## src/rtl/if_id_stage_if.sv

```systemverilog
// Fetch-to-decode bus: fetch handshake, decode handshake, redirect flush
// and the back-pressure counter exported to performance monitoring.
interface if_id_stage_if #(
  parameter int unsigned PC_W  = 32,
  parameter int unsigned INS_W = 32,
  parameter int unsigned CNT_W = 16
);
  logic             IF_valid;
  logic             IF_ready;
  logic [PC_W-1:0]  IF_PC;
  logic [INS_W-1:0] IF_ins;
  logic             flush;
  logic             ID_valid;
  logic             ID_ready;
  logic [PC_W-1:0]  ID_PC;
  logic [INS_W-1:0] ID_ins;
  logic [CNT_W-1:0] stall_cnt;

  // Environment view: fetch unit, decode unit and redirect logic
  modport master (
    output IF_valid, IF_PC, IF_ins, flush, ID_ready,
    input  IF_ready, ID_valid, ID_PC, ID_ins, stall_cnt
  );

  // Pipeline stage view
  modport slave (
    input  IF_valid, IF_PC, IF_ins, flush, ID_ready,
    output IF_ready, ID_valid, ID_PC, ID_ins, stall_cnt
  );
endinterface

```

## src/rtl/if_id_stage.sv

```systemverilog
// IF/ID pipeline register. With SKID=1 a second (skid) entry absorbs the
// beat accepted while decode stalls, so IF_ready can come from a flop and
// never depends combinationally on ID_ready. With SKID=0 the stage is a
// single register whose IF_ready looks through to ID_ready.
// Empty stage presents NOP_INS to decode; ID_PC keeps its last value.
module if_id_stage #(
  parameter int unsigned      PC_W    = 32,
  parameter int unsigned      INS_W   = 32,
  parameter logic [INS_W-1:0] NOP_INS = {INS_W{1'b0}},
  parameter bit               SKID    = 1'b1,
  parameter int unsigned      CNT_W   = 16
) (
  input logic          clk,
  input logic          rst,
  if_id_stage_if.slave bus
);

  typedef enum logic [1:0] {
    ST_EMPTY     = 2'd0,
    ST_FULL      = 2'd1,
    ST_SKID_FULL = 2'd2
  } state_e;

  state_e           state_r;
  logic             id_valid_r;
  logic             if_ready_r;
  logic [PC_W-1:0]  main_pc_r;
  logic [INS_W-1:0] main_ins_r;
  logic [PC_W-1:0]  skid_pc_r;
  logic [INS_W-1:0] skid_ins_r;
  logic [CNT_W-1:0] stall_cnt_r;

  logic if_ready_s;
  logic in_xfer_s;
  logic out_xfer_s;

  // Fetch-side ready and the two handshake transfers
  always_comb begin
    if_ready_s = 1'b0;
    if (SKID) begin
      if_ready_s = if_ready_r;
    end else begin
      if_ready_s = !id_valid_r || bus.ID_ready;
    end
    in_xfer_s  = bus.IF_valid && if_ready_s;
    out_xfer_s = id_valid_r && bus.ID_ready;
  end

  // Occupancy FSM with main/skid entries and registered handshake outputs
  always_ff @(posedge clk) begin
    if (rst) begin
      state_r    <= ST_EMPTY;
      id_valid_r <= 1'b0;
      if_ready_r <= 1'b1;
      main_pc_r  <= {PC_W{1'b0}};
      main_ins_r <= NOP_INS;
      skid_pc_r  <= {PC_W{1'b0}};
      skid_ins_r <= NOP_INS;
    end else if (bus.flush) begin
      // Redirect: drop everything held and whatever fetch offers now
      state_r    <= ST_EMPTY;
      id_valid_r <= 1'b0;
      if_ready_r <= 1'b1;
      main_ins_r <= NOP_INS;
    end else begin
      case (state_r)
        ST_EMPTY: begin
          if (in_xfer_s) begin
            state_r    <= ST_FULL;
            id_valid_r <= 1'b1;
            main_pc_r  <= bus.IF_PC;
            main_ins_r <= bus.IF_ins;
          end
        end
        ST_FULL: begin
          if (in_xfer_s && out_xfer_s) begin
            main_pc_r  <= bus.IF_PC;
            main_ins_r <= bus.IF_ins;
          end else if (in_xfer_s) begin
            // Only reachable with a skid entry: decode stalled this cycle
            if (SKID) begin
              state_r    <= ST_SKID_FULL;
              if_ready_r <= 1'b0;
              skid_pc_r  <= bus.IF_PC;
              skid_ins_r <= bus.IF_ins;
            end
          end else if (out_xfer_s) begin
            state_r    <= ST_EMPTY;
            id_valid_r <= 1'b0;
            main_ins_r <= NOP_INS;
          end
        end
        ST_SKID_FULL: begin
          if (out_xfer_s) begin
            state_r    <= ST_FULL;
            if_ready_r <= 1'b1;
            main_pc_r  <= skid_pc_r;
            main_ins_r <= skid_ins_r;
          end
        end
        default: begin
          state_r    <= ST_EMPTY;
          id_valid_r <= 1'b0;
          if_ready_r <= 1'b1;
          main_ins_r <= NOP_INS;
        end
      endcase
    end
  end

  // Saturating count of cycles where decode back-pressures a valid beat
  always_ff @(posedge clk) begin
    if (rst) begin
      stall_cnt_r <= {CNT_W{1'b0}};
    end else if (id_valid_r && !bus.ID_ready && (stall_cnt_r != {CNT_W{1'b1}})) begin
      stall_cnt_r <= stall_cnt_r + CNT_W'(1'b1);
    end else begin
      stall_cnt_r <= stall_cnt_r;
    end
  end

  assign bus.IF_ready  = if_ready_s;
  assign bus.ID_valid  = id_valid_r;
  assign bus.ID_PC     = main_pc_r;
  assign bus.ID_ins    = main_ins_r;
  assign bus.stall_cnt = stall_cnt_r;

endmodule

```

## src/flat_wrapper.sv

```systemverilog
// flat-port wrapper written by rule: the top's interface ports become plain ports
module if_id_stage_flat 
#(
  parameter int unsigned      PC_W    = 32,
  parameter int unsigned      INS_W   = 32,
  parameter logic [INS_W-1:0] NOP_INS = {INS_W{1'b0}},
  parameter bit               SKID    = 1'b1,
  parameter int unsigned      CNT_W   = 16
)
  (clk, rst, bus_IF_valid, bus_IF_PC, bus_IF_ins, bus_flush, bus_ID_ready, bus_IF_ready, bus_ID_valid, bus_ID_PC, bus_ID_ins, bus_stall_cnt);
  if_id_stage_if #(.PC_W(PC_W), .INS_W(INS_W), .CNT_W(CNT_W)) bus_i ();
  input logic clk;
  input logic rst;
  input wire logic [$bits(bus_i.IF_valid)-1:0] bus_IF_valid;
  input wire logic [$bits(bus_i.IF_PC)-1:0] bus_IF_PC;
  input wire logic [$bits(bus_i.IF_ins)-1:0] bus_IF_ins;
  input wire logic [$bits(bus_i.flush)-1:0] bus_flush;
  input wire logic [$bits(bus_i.ID_ready)-1:0] bus_ID_ready;
  output wire logic [$bits(bus_i.IF_ready)-1:0] bus_IF_ready;
  output wire logic [$bits(bus_i.ID_valid)-1:0] bus_ID_valid;
  output wire logic [$bits(bus_i.ID_PC)-1:0] bus_ID_PC;
  output wire logic [$bits(bus_i.ID_ins)-1:0] bus_ID_ins;
  output wire logic [$bits(bus_i.stall_cnt)-1:0] bus_stall_cnt;
  assign bus_i.IF_valid = bus_IF_valid;
  assign bus_i.IF_PC = bus_IF_PC;
  assign bus_i.IF_ins = bus_IF_ins;
  assign bus_i.flush = bus_flush;
  assign bus_i.ID_ready = bus_ID_ready;
  assign bus_IF_ready = bus_i.IF_ready;
  assign bus_ID_valid = bus_i.ID_valid;
  assign bus_ID_PC = bus_i.ID_PC;
  assign bus_ID_ins = bus_i.ID_ins;
  assign bus_stall_cnt = bus_i.stall_cnt;
  if_id_stage #(.PC_W(PC_W), .INS_W(INS_W), .NOP_INS(NOP_INS), .SKID(SKID), .CNT_W(CNT_W)) u_core (.clk(clk), .rst(rst), .bus(bus_i));
endmodule
```

## config.mk

```make
export PLATFORM = sky130hd
export DESIGN_NAME = if_id_stage_flat
export DESIGN_NICKNAME = d
export VERILOG_FILES = /design/src/rtl/if_id_stage_if.sv /design/src/rtl/if_id_stage.sv /design/src/flat_wrapper.sv
export SDC_FILE = /design/constraint.sdc
export NUM_CORES = 1
export LEC_CHECK = 0
export ABC_AREA = 1
export ABC_CLOCK_PERIOD_IN_PS = 1600
export CAP_MARGIN = 20
export CELL_PAD_IN_SITES_DETAIL_PLACEMENT = 1
export CELL_PAD_IN_SITES_GLOBAL_PLACEMENT = 2
export CORE_UTILIZATION = 24
export DETAILED_ROUTE_END_ITERATION = 16
export PLACE_DENSITY_LB_ADDON = 0.15
export SETUP_SLACK_MARGIN = 0.5
export SLEW_MARGIN = 40
export SYNTH_ARGS = -nofsm -noshare
export SYNTH_HDL_FRONTEND = slang
export SYNTH_SLANG_ARGS = --single-unit
```

## constraint.sdc

```tcl
create_clock -name clk -period 1.6 [get_ports clk]
set_clock_uncertainty 0.1 [all_clocks]
set_input_delay 0.48 -clock clk [delete_from_list [all_inputs] [get_ports clk]]
set_output_delay 0.48 -clock clk [all_outputs]
set_load 0.01 [all_outputs]
```

Word-level counts from Yosys, hierarchy flattened

Index checks and enable logic that the tools add are counted.

Reduce and logical (&&, ||, !) cells: 15
$lt $le $gt $ge: 0
Add/subtract/negate cells: 1
Shift-type cells: 0
Bitwise operators: 4
Equality and inequality tests: 13
Divide/modulo/power cells: 0
$mul: 0
Multiplexer cells: 25

Operators by type and width:

| cell                  | count |
|---|---|
| $mux 32               | 8 |
| $pmux 32 s3           | 2 |
| $add 16x1->16 const B | 1 |
| $ne 16x16->1 const B  | 1 |
| $reduce_and 4->1      | 4 |
| $mux 2                | 5 |
| $ne 2x1->1 const B    | 5 |
| $reduce_and 5->1      | 2 |
| $mux 1                | 7 |
| $ne 3x1->1 const B    | 2 |
| $pmux 1 s3            | 2 |
| $pmux 2 s3            | 1 |
| $logic_and 1x1->1     | 5 |
| $ne 2x2->1 const B    | 2 |
| $not 1->1             | 4 |
| $ne 3x3->1 const B    | 1 |
| $reduce_bool 3->1     | 1 |
| $eq 2x1->1 const B    | 1 |
| $eq 2x2->1 const B    | 1 |
| $logic_not 2->1       | 1 |
| $reduce_or 2->1       | 1 |
| $logic_not 1->1       | 1 |

Memories kept: 0
Bits in latches: 0
Logic and storage cells: 66
Bits in writable memories: 0
Bits of input ports: 69
Flip-flop bits (word level): 148
Bits in read-only memories: 0

Logic depth before layout (Yosys ltp)

Gate-level depths: netlist (run 1).

Depth in word-level cells: 5
Gate-level depth with buffers: 10
Mapped depth without buffers: 9

Worst setup path after synthesis (run 1)

OpenSTA, ideal clock, no wires.

Path type: reg2reg
Start: reg u_core.stall_cnt_r[0] (netlist: u_core.bus.stall_cnt[0])
End: reg u_core.stall_cnt_r[11] (netlist: u_core.bus.stall_cnt[11])
Stages on the path, launching flop included: 10
Data required time: 1.368 ns
Buffers on the path: 1
Setup slack: -0.010 ns
Arrival: 1.377 ns
Clock period less this slack: 1.610 ns
Path through: dfxtp_1 > ha_1 > nand2_1 > nor2_1 > nand2_1 > nor2_1 > nor2_2 > buf_2 > nand2_1 > a21oi_1

Word-level cells in the longest chain between the ends: 2
Elaborated cells on any way between the ends: 3

RTL lines:

| item                                                                  | line               | text |
|---|---|---|
| start: declaration                                                    | if_id_stage.sv:31  | `logic [CNT_W-1:0] stall_cnt_r;` |
| start signal: assignment                                              | if_id_stage.sv:114 | `stall_cnt_r <= {CNT_W{1'b0}};` |
| start signal: assignment                                              | if_id_stage.sv:116 | `stall_cnt_r <= stall_cnt_r + CNT_W'(1'b1);` |
| start signal: assignment                                              | if_id_stage.sv:118 | `stall_cnt_r <= stall_cnt_r;` |
| parallel branches: the longest is 2 deep, another holds $add 16x1->16 | --                 |  |

Parallel ways; which one is timed is not known.
A chain may end at the register's enable or synchronous reset.

Worst setup path in the final report (run 1)

Start: reg u_core.if_ready_r (netlist: u_core.bus.IF_ready)
End: out bus_IF_ready

RTL lines:

| item                     | line               | text |
|---|---|---|
| start: declaration       | if_id_stage.sv:26  | `logic if_ready_r;` |
| start signal: assignment | if_id_stage.sv:54  | `if_ready_r <= 1'b1;` |
| start signal: assignment | if_id_stage.sv:63  | `if_ready_r <= 1'b1;` |
| start signal: assignment | if_id_stage.sv:83  | `if_ready_r <= 1'b0;` |
| end: declaration         | flat_wrapper.sv:19 | `output wire logic [$bits(bus_i.IF_ready)-1:0] bus_IF_ready;` |

No word-level cell between the ends.

==> reports/qor.yml, run 1 <==
nFillCells: 3006
status: "completed"
worstPathCellList: "buf_6, buf_6"
syn2layout_area_growth_pct: 78.50
synth_seq_area_share_pct: 46.97
critPathArrivalTime_ns: 1.01
critPathKind: "reg2out"
grt_first_pass_wirelength_um: 34870
path_clk_slew_ns: 0.07
cpPeakStageDelay_ns: 0.37
yosys_warnings: 0
worst_slew_pin_slew_ns: 0.4050
core-area_sq_mm: 0.02547
vias: 6764
first_pass_iters: 4
cts_sinks: 148
fp.dieH_um: 164.1
finalNetCount: 1258
die_area_sq_mm: 0.02693
drc: 0
cts_tree: "done"
period_share_pct: 99.28
grt_overflow_total: 0
switching_share_pct: 28.66
cap_viol_max_count: 0
final_common_cell: "nand2_1"
insertion_delay_ns: 0.43
final_cell_mix: "264 x nand2_1, 166 x nor2_1, 107 x buf_6"
final_max_slew_viol_count: 0
drt_wl_total_um: 24520
cp.required_ns: 1.02
antenna_found_initial: 0
syn_nets: 1018
min_period_ns: 1.588
synthCells: 948
syn_avg_cell_area_sq_um: 6.653
p_comb_share_pct: 18.1
cts_made_buffers: 17
hp-class: "reg2reg"
dr.first_iter.drc_count: 235
internal_power_uw: 6985
clk_path_buf_depth: 2
drive_gt1_share_pct: 42.38
h-tree-depth: 4
io_buffers: 150
critPathMaxFanout: 3
grt_pass1_vias: 6733
synthDistinctLibCells: 25
total_power_uw: 9791
place.gp.congestion: 0.6969
critPathLaunchType: "flop"
track_usage_pct: 16.75
crit_slowest_cell: "dfxtp_4"
seqPwrFrac_pct: 40.4
irDropWorstVdd_mv: 0.5767
placementRows: 58
io_pins: 151
netlist_area_sq_mm: 0.006307
cts-root-buf: "clkbuf_16"
p_per_area_mw_per_mm2: 869.6
critPathMostFrequentCell: "buf_6"
wire_per_inst_um: 16.02
grt_max_degree: 47
p_switching_uw: 2806
setup_violations: 0
worst_hold_slack_ns: 0.3544
antenna_cells: 0
die_w_um: 164.1
finalHoldViolations: 0
fmax_ghz: 0.6295
clkPwrFrac_pct: 41.5
start_util_pct: 24.76
antenna_left: 0
rsz0062_at_grt: "true"
max_slew_margin_pct: 73.00
dp_hpwl_um: 14030
endpoint_kind: "output pin"
leakage_uw: 0.004790
viasPerCell: 4.418
ys_ff_latch: 148
-- power by group through the flow --
stage	logic (uW)	clock network [uW]	registers, uW
after floorplan	556	0	4050
after global placement	1310	0	4010
after detailed placement	1330	0	4010
after CTS	1430	4190	3960
after global routing	1930	4320	3970
final	1770	4060	3960
-- per-layer routing --
layer | GRT usage [%] | up-vias | share of wire, %
met5 | 0 | - | 0
met4 | 5.008 | 0 | 1.8
met3 | 3.889 | 34 | 4.1
met2 | 29.54 | 125 | 50
met1 | 20.03 | 3132 | 45
li1 | - | 3473 | -
-- area by class of cell --
type | count | area (sq um) | area share [%]
clock buffers | 18 | 439.2 | 3.901
clock inverters | 14 | 138.9 | 1.234
inverters | 27 | 126.4 | 1.122
multi-input cells | 720 | 3884 | 34.50
flip-flops and latches | 148 | 3115 | 27.67
well taps | 330 | 412.9 | 3.667
repair buffers | 274 | 3142 | 27.91
-- flip-flops by register name, indices dropped and copies added, names as in the netlist --
name / flops
u_core.bus.stall_cnt: 16
u_core.bus.ID_PC: 32
u_core.skid_pc_r: 32
u_core.state_r: 2
u_core.skid_ins_r: 32
u_core.bus.IF_ready: 1
u_core.bus.ID_ins: 32
u_core.bus.ID_valid: 1
-- cell usage after synthesis --
| master | n | area share (%) |
|---|---|---|
| a21oi_1 | 50 | 4.0 |
| a21oi_2 | 1 | 0.14 |
| buf_1 | 1 | 0.059 |
| buf_2 | 22 | 1.7 |
| buf_4 | 3 | 0.36 |
| clkbuf_1 | 27 | 1.6 |
| clkinv_1 | 1 | 0.059 |
| dfxtp_1 | 148 | 47 |
| ha_1 | 1 | 0.20 |
| inv_1 | 21 | 1.2 |
| inv_2 | 5 | 0.30 |
| nand2_1 | 317 | 19 |
| nand3_1 | 10 | 0.79 |
| nand3_2 | 1 | 0.16 |
| nand3b_1 | 1 | 0.12 |
| nand4_1 | 6 | 0.60 |
| nor2_1 | 214 | 13 |
| nor2_2 | 1 | 0.099 |
| nor2_4 | 2 | 0.36 |
| nor3_1 | 3 | 0.24 |
| o21ai_0 | 80 | 6.3 |
| o21ai_1 | 26 | 2.1 |
| o21ai_2 | 1 | 0.14 |
| xnor2_1 | 2 | 0.28 |
| xor2_1 | 4 | 0.56 |
-- what timing repair did --
action,CTS,global route
hold buffers,0,0
resized for setup,508,332
setup endpoints to repair,230,230
setup buffers,23,25
pin swaps,2,49
cloned,2,15
-- worst paths after layout --
check / end / from / slack, ns / depth (start not counted)
worst max register to register: u_core.bus.ID_ins[11] / u_core.state_r[0] / 0.01 / 8
worst min register to register: u_core.skid_pc_r[29] / u_core.skid_pc_r[29] / 0.35 / 2
worst min-delay path: u_core.skid_pc_r[29] / u_core.skid_pc_r[29] / 0.35 / 2
worst max-delay path: bus_IF_ready / u_core.bus.IF_ready / 0.01 / 2
-- stage by stage --
step	area, sq um	std cells	utilization (%)	setup TNS (ns)	worst slack, ns
2_1_floorplan	6437	948	-	0	0.1144
3_3_place_gp	8688	1434	34.11	-79.02	-0.6683
3_5_place_dp	8688	1434	34.11	-81.03	-0.6756
4_1_cts	9756	1491	38.30	0	0.02878
5_1_grt	11260	1531	44.20	-3.073	-0.09424
6_report	11260	1531	44.20	0	0.01152
-- worst max-delay path, delay by kind of cell, from the launching register on --
kind / cells / cell delay (ns)
DFF: 1 / 0.37
buffers and inverters: 2 / 0.22
-- kinds of logic after synthesis --
logic type | synth area share, %
buf+inv | 5.376
xor+xnor | 0.8332
compound gates | 12.66
flops | 46.97
fa+ha+maj | 0.1983
simple gates | 33.96
Power figures use the tool's default switching activity.
==> run 2: changes to the inputs <==
--- a/config.mk
+++ b/config.mk
@@ -10,8 +10,11 @@
 export CAP_MARGIN = 20
 export CELL_PAD_IN_SITES_DETAIL_PLACEMENT = 1
 export CELL_PAD_IN_SITES_GLOBAL_PLACEMENT = 2
+export CORE_MARGIN = 3
 export CORE_UTILIZATION = 24
 export DETAILED_ROUTE_END_ITERATION = 16
+export GPL_ROUTABILITY_DRIVEN = 0
+export GPL_TIMING_DRIVEN = 0
 export PLACE_DENSITY_LB_ADDON = 0.15
 export SETUP_SLACK_MARGIN = 0.5
 export SLEW_MARGIN = 40
==> run 2 against run 1 <==
  * Worst setup slack got worse by 0.085 ns
  * Non-clock buffer count rose by 6
  * The run now ends with negative setup slack left
  * Power fell by 0.10%
  * Via count rose by 1.1%
  * Combinational power rose by 9.6%
  * Flip-flop and latch count did not move
  * Global-route usage fell by 0.35 points
  * Register-to-register slack got worse by 0.08 ns
  * Sequential power barely moved
  * Critical path depth rose by 10
  * Cell area rose by 1.5%
  * Routed wire length rose by 1.3%
==> reports/qor.yml, run 2 (synthesized netlist as in run 1, its figures left out) <==
status: "finished with violations"
violations: "negative setup slack"
total_power_uw: 9781  # -0.10%
start_util_pct: 24.76  # unchanged
critPathArrivalTime_ns: 1.94  # +0.93 ns
critPathKind: "reg2reg"
crit_slowest_cell: "dfxtp_4"
leakage_uw: 0.004784  # -0.13%
worstPathCellList: "inv_4, nor2_4, buf_12, inv_16, nand2_8, nand2_4, nand3_4, buf_12, buf_12, buf_16, nand2_4, a21oi_2"
placementRows: 58  # unchanged
antenna_cells: 0  # unchanged
worst_hold_slack_ns: 0.2779  # -0.07651 ns
antenna_found_initial: 2  # +2
worst_slew_pin_slew_ns: 0.6780  # +0.2730 ns
rrSetupSlack_ns: -0.07  # -0.08 ns
die_area_sq_mm: 0.02826  # +4.9%
finalHoldViolations: 0  # unchanged
first_pass_iters: 4  # unchanged
grt_first_pass_wirelength_um: 37120  # +6.5%
drt_wl_total_um: 24840  # +1.3%
r2r-end: "u_core.bus.ID_ins[26]"
die_w_um: 168.1  # +2.4%
cp.required_ns: 1.87  # +0.85 ns
p_per_area_mw_per_mm2: 856.1  # -1.6%
hp-class: "in2reg"
max_slew_margin_pct: 54.80  # -18 points
final_cell_mix: "288 x nand2_1, 155 x nor2_1, 103 x buf_6"
dr.first_iter.drc_count: 223  # -5.1%
holdPathEnd: "u_core.bus.IF_ready"
cts-root-buf: "clkbuf_16"
irDropWorstVdd_mv: 0.5338  # -7.4%
syn2layout_area_growth_pct: 81.13
fin_ws_ns: -0.07338  # -0.08490 ns
track_usage_pct: 16.40  # -0.35 points
fmax_ghz: 0.5976  # -5.1%
setup_violations: 60  # +60
cap_viol_max_count: 0  # unchanged
grt_overflow_total: 0  # unchanged
viasPerCell: 4.445  # +0.62%
fin_setup_tns_ns: -1.361  # -1.361 ns
grt_max_degree: 17  # -64%
wire_per_inst_um: 16.15  # +0.84%
min_period_ns: 1.673  # +0.08490 ns
r2r-start: "u_core.state_r[1]"
cts_sinks: 148  # unchanged
period_share_pct: 104.6  # +5.3 points
critPathMaxFanout: 6  # +3
holdPathStages: 3  # +1
clk_path_buf_depth: 2  # unchanged
cts_tree: "done"
insertion_delay_ns: 0.43  # about the same
io_pins: 151  # unchanged
h-tree-depth: 4  # unchanged
final_common_cell: "nand2_1"
io_buffers: 150  # unchanged
pre_cts_slack_ns: -1.051  # -0.3753 ns
vias: 6837  # +1.1%
hold_start: "bus_flush"
core-area_sq_mm: 0.02547  # unchanged
rsz0062_at_grt: "true"
fp.dieH_um: 168.1  # +2.4%
final_max_slew_viol_count: 0  # unchanged
finalNetCount: 1265  # +0.56%
dpl.cell_count: 1428  # -0.42%
dp_hpwl_um: 15680  # +12%
critPathLaunchType: "flop"
antenna_left: 0  # unchanged
drc: 0  # unchanged
endpoint_kind: "flop"
drive_gt1_share_pct: 41.39  # -0.99 points
path_clk_slew_ns: 0.07  # about the same
cpPeakStageDelay_ns: 0.39  # +0.02 ns
fin_cells: 1538  # +0.46%
cts_made_buffers: 17  # unchanged
grt_pass1_vias: 6800  # +1.0%
critPathMostFrequentCell: "buf_12"
reg2reg_depth: 12  # +4
[run 2: worst max-delay path: cells and delay by family, from the launching register on]
| kind | cells | cell delay [ns] |
|---|---|---|
| simple gates | 5 | 0.37 |
| flops | 1 | 0.39 |
| buf+inv | 6 | 0.62 |
| compound gates | 1 | 0.12 |
[run 2: worst max path at each step]
stage,from,endpoint,cells past startpoint
final,u_core.state_r[1],u_core.bus.ID_ins[26],12
after global routing,u_core.state_r[1],u_core.bus.ID_ins[27],12
after CTS,u_core.state_r[1],u_core.bus.ID_ins[24],12
after detailed placement,rst,u_core.skid_ins_r[8],6
after global placement,rst,u_core.skid_ins_r[8],6
after floorplan,bus_IF_valid,u_core.skid_pc_r[11],7
[run 2: report_power, final]
| part | internal [uW] | leakage [uW] | switching (uW) |
|---|---|---|---|
| Combinational | 1020 | 0.00327 | 916 |
| Sequential | 3820 | 0.00125 | 136 |
| Clock | 2140 | 0.000267 | 1740 |
[run 2: repair_timing]
item	in CTS	in global routing
setup endpoints to repair	230	230
gates resized for setup	441	511
hold buffers	0	0
hold endpoints to repair	0	0
setup buffers	22	34
pin swaps	12	74
gates cloned	9	13
[run 2: stage by stage]
stage	cell area [sq um]	util, %
finish	11420	44.85
global route	11420	44.85
CTS	9841	38.63
detailed placement	8352	32.79
global placement	8352	32.79
floorplan	6437	-
[run 2: final cells by class]
type	instances	area [sq um]
timing repair inverter	1	8.758
clock buffer	21	470.5
fill	3018	14050
clock inverter	11	92.59
multi-input combinational	720	3867
sequential	148	3147
buffer	53	631.9
timing repair buffer	227	2643
tap	330	412.9
inverter	27	151.4
[run 2: metal layers]
layer,wire length (um),up-vias,global-route usage (%)
met4,248,2,3.593
met2,12250,113,27.89
met3,1083,18,4.555
li1,-,3516,-
met5,9,-,0
met1,11250,3188,20.79
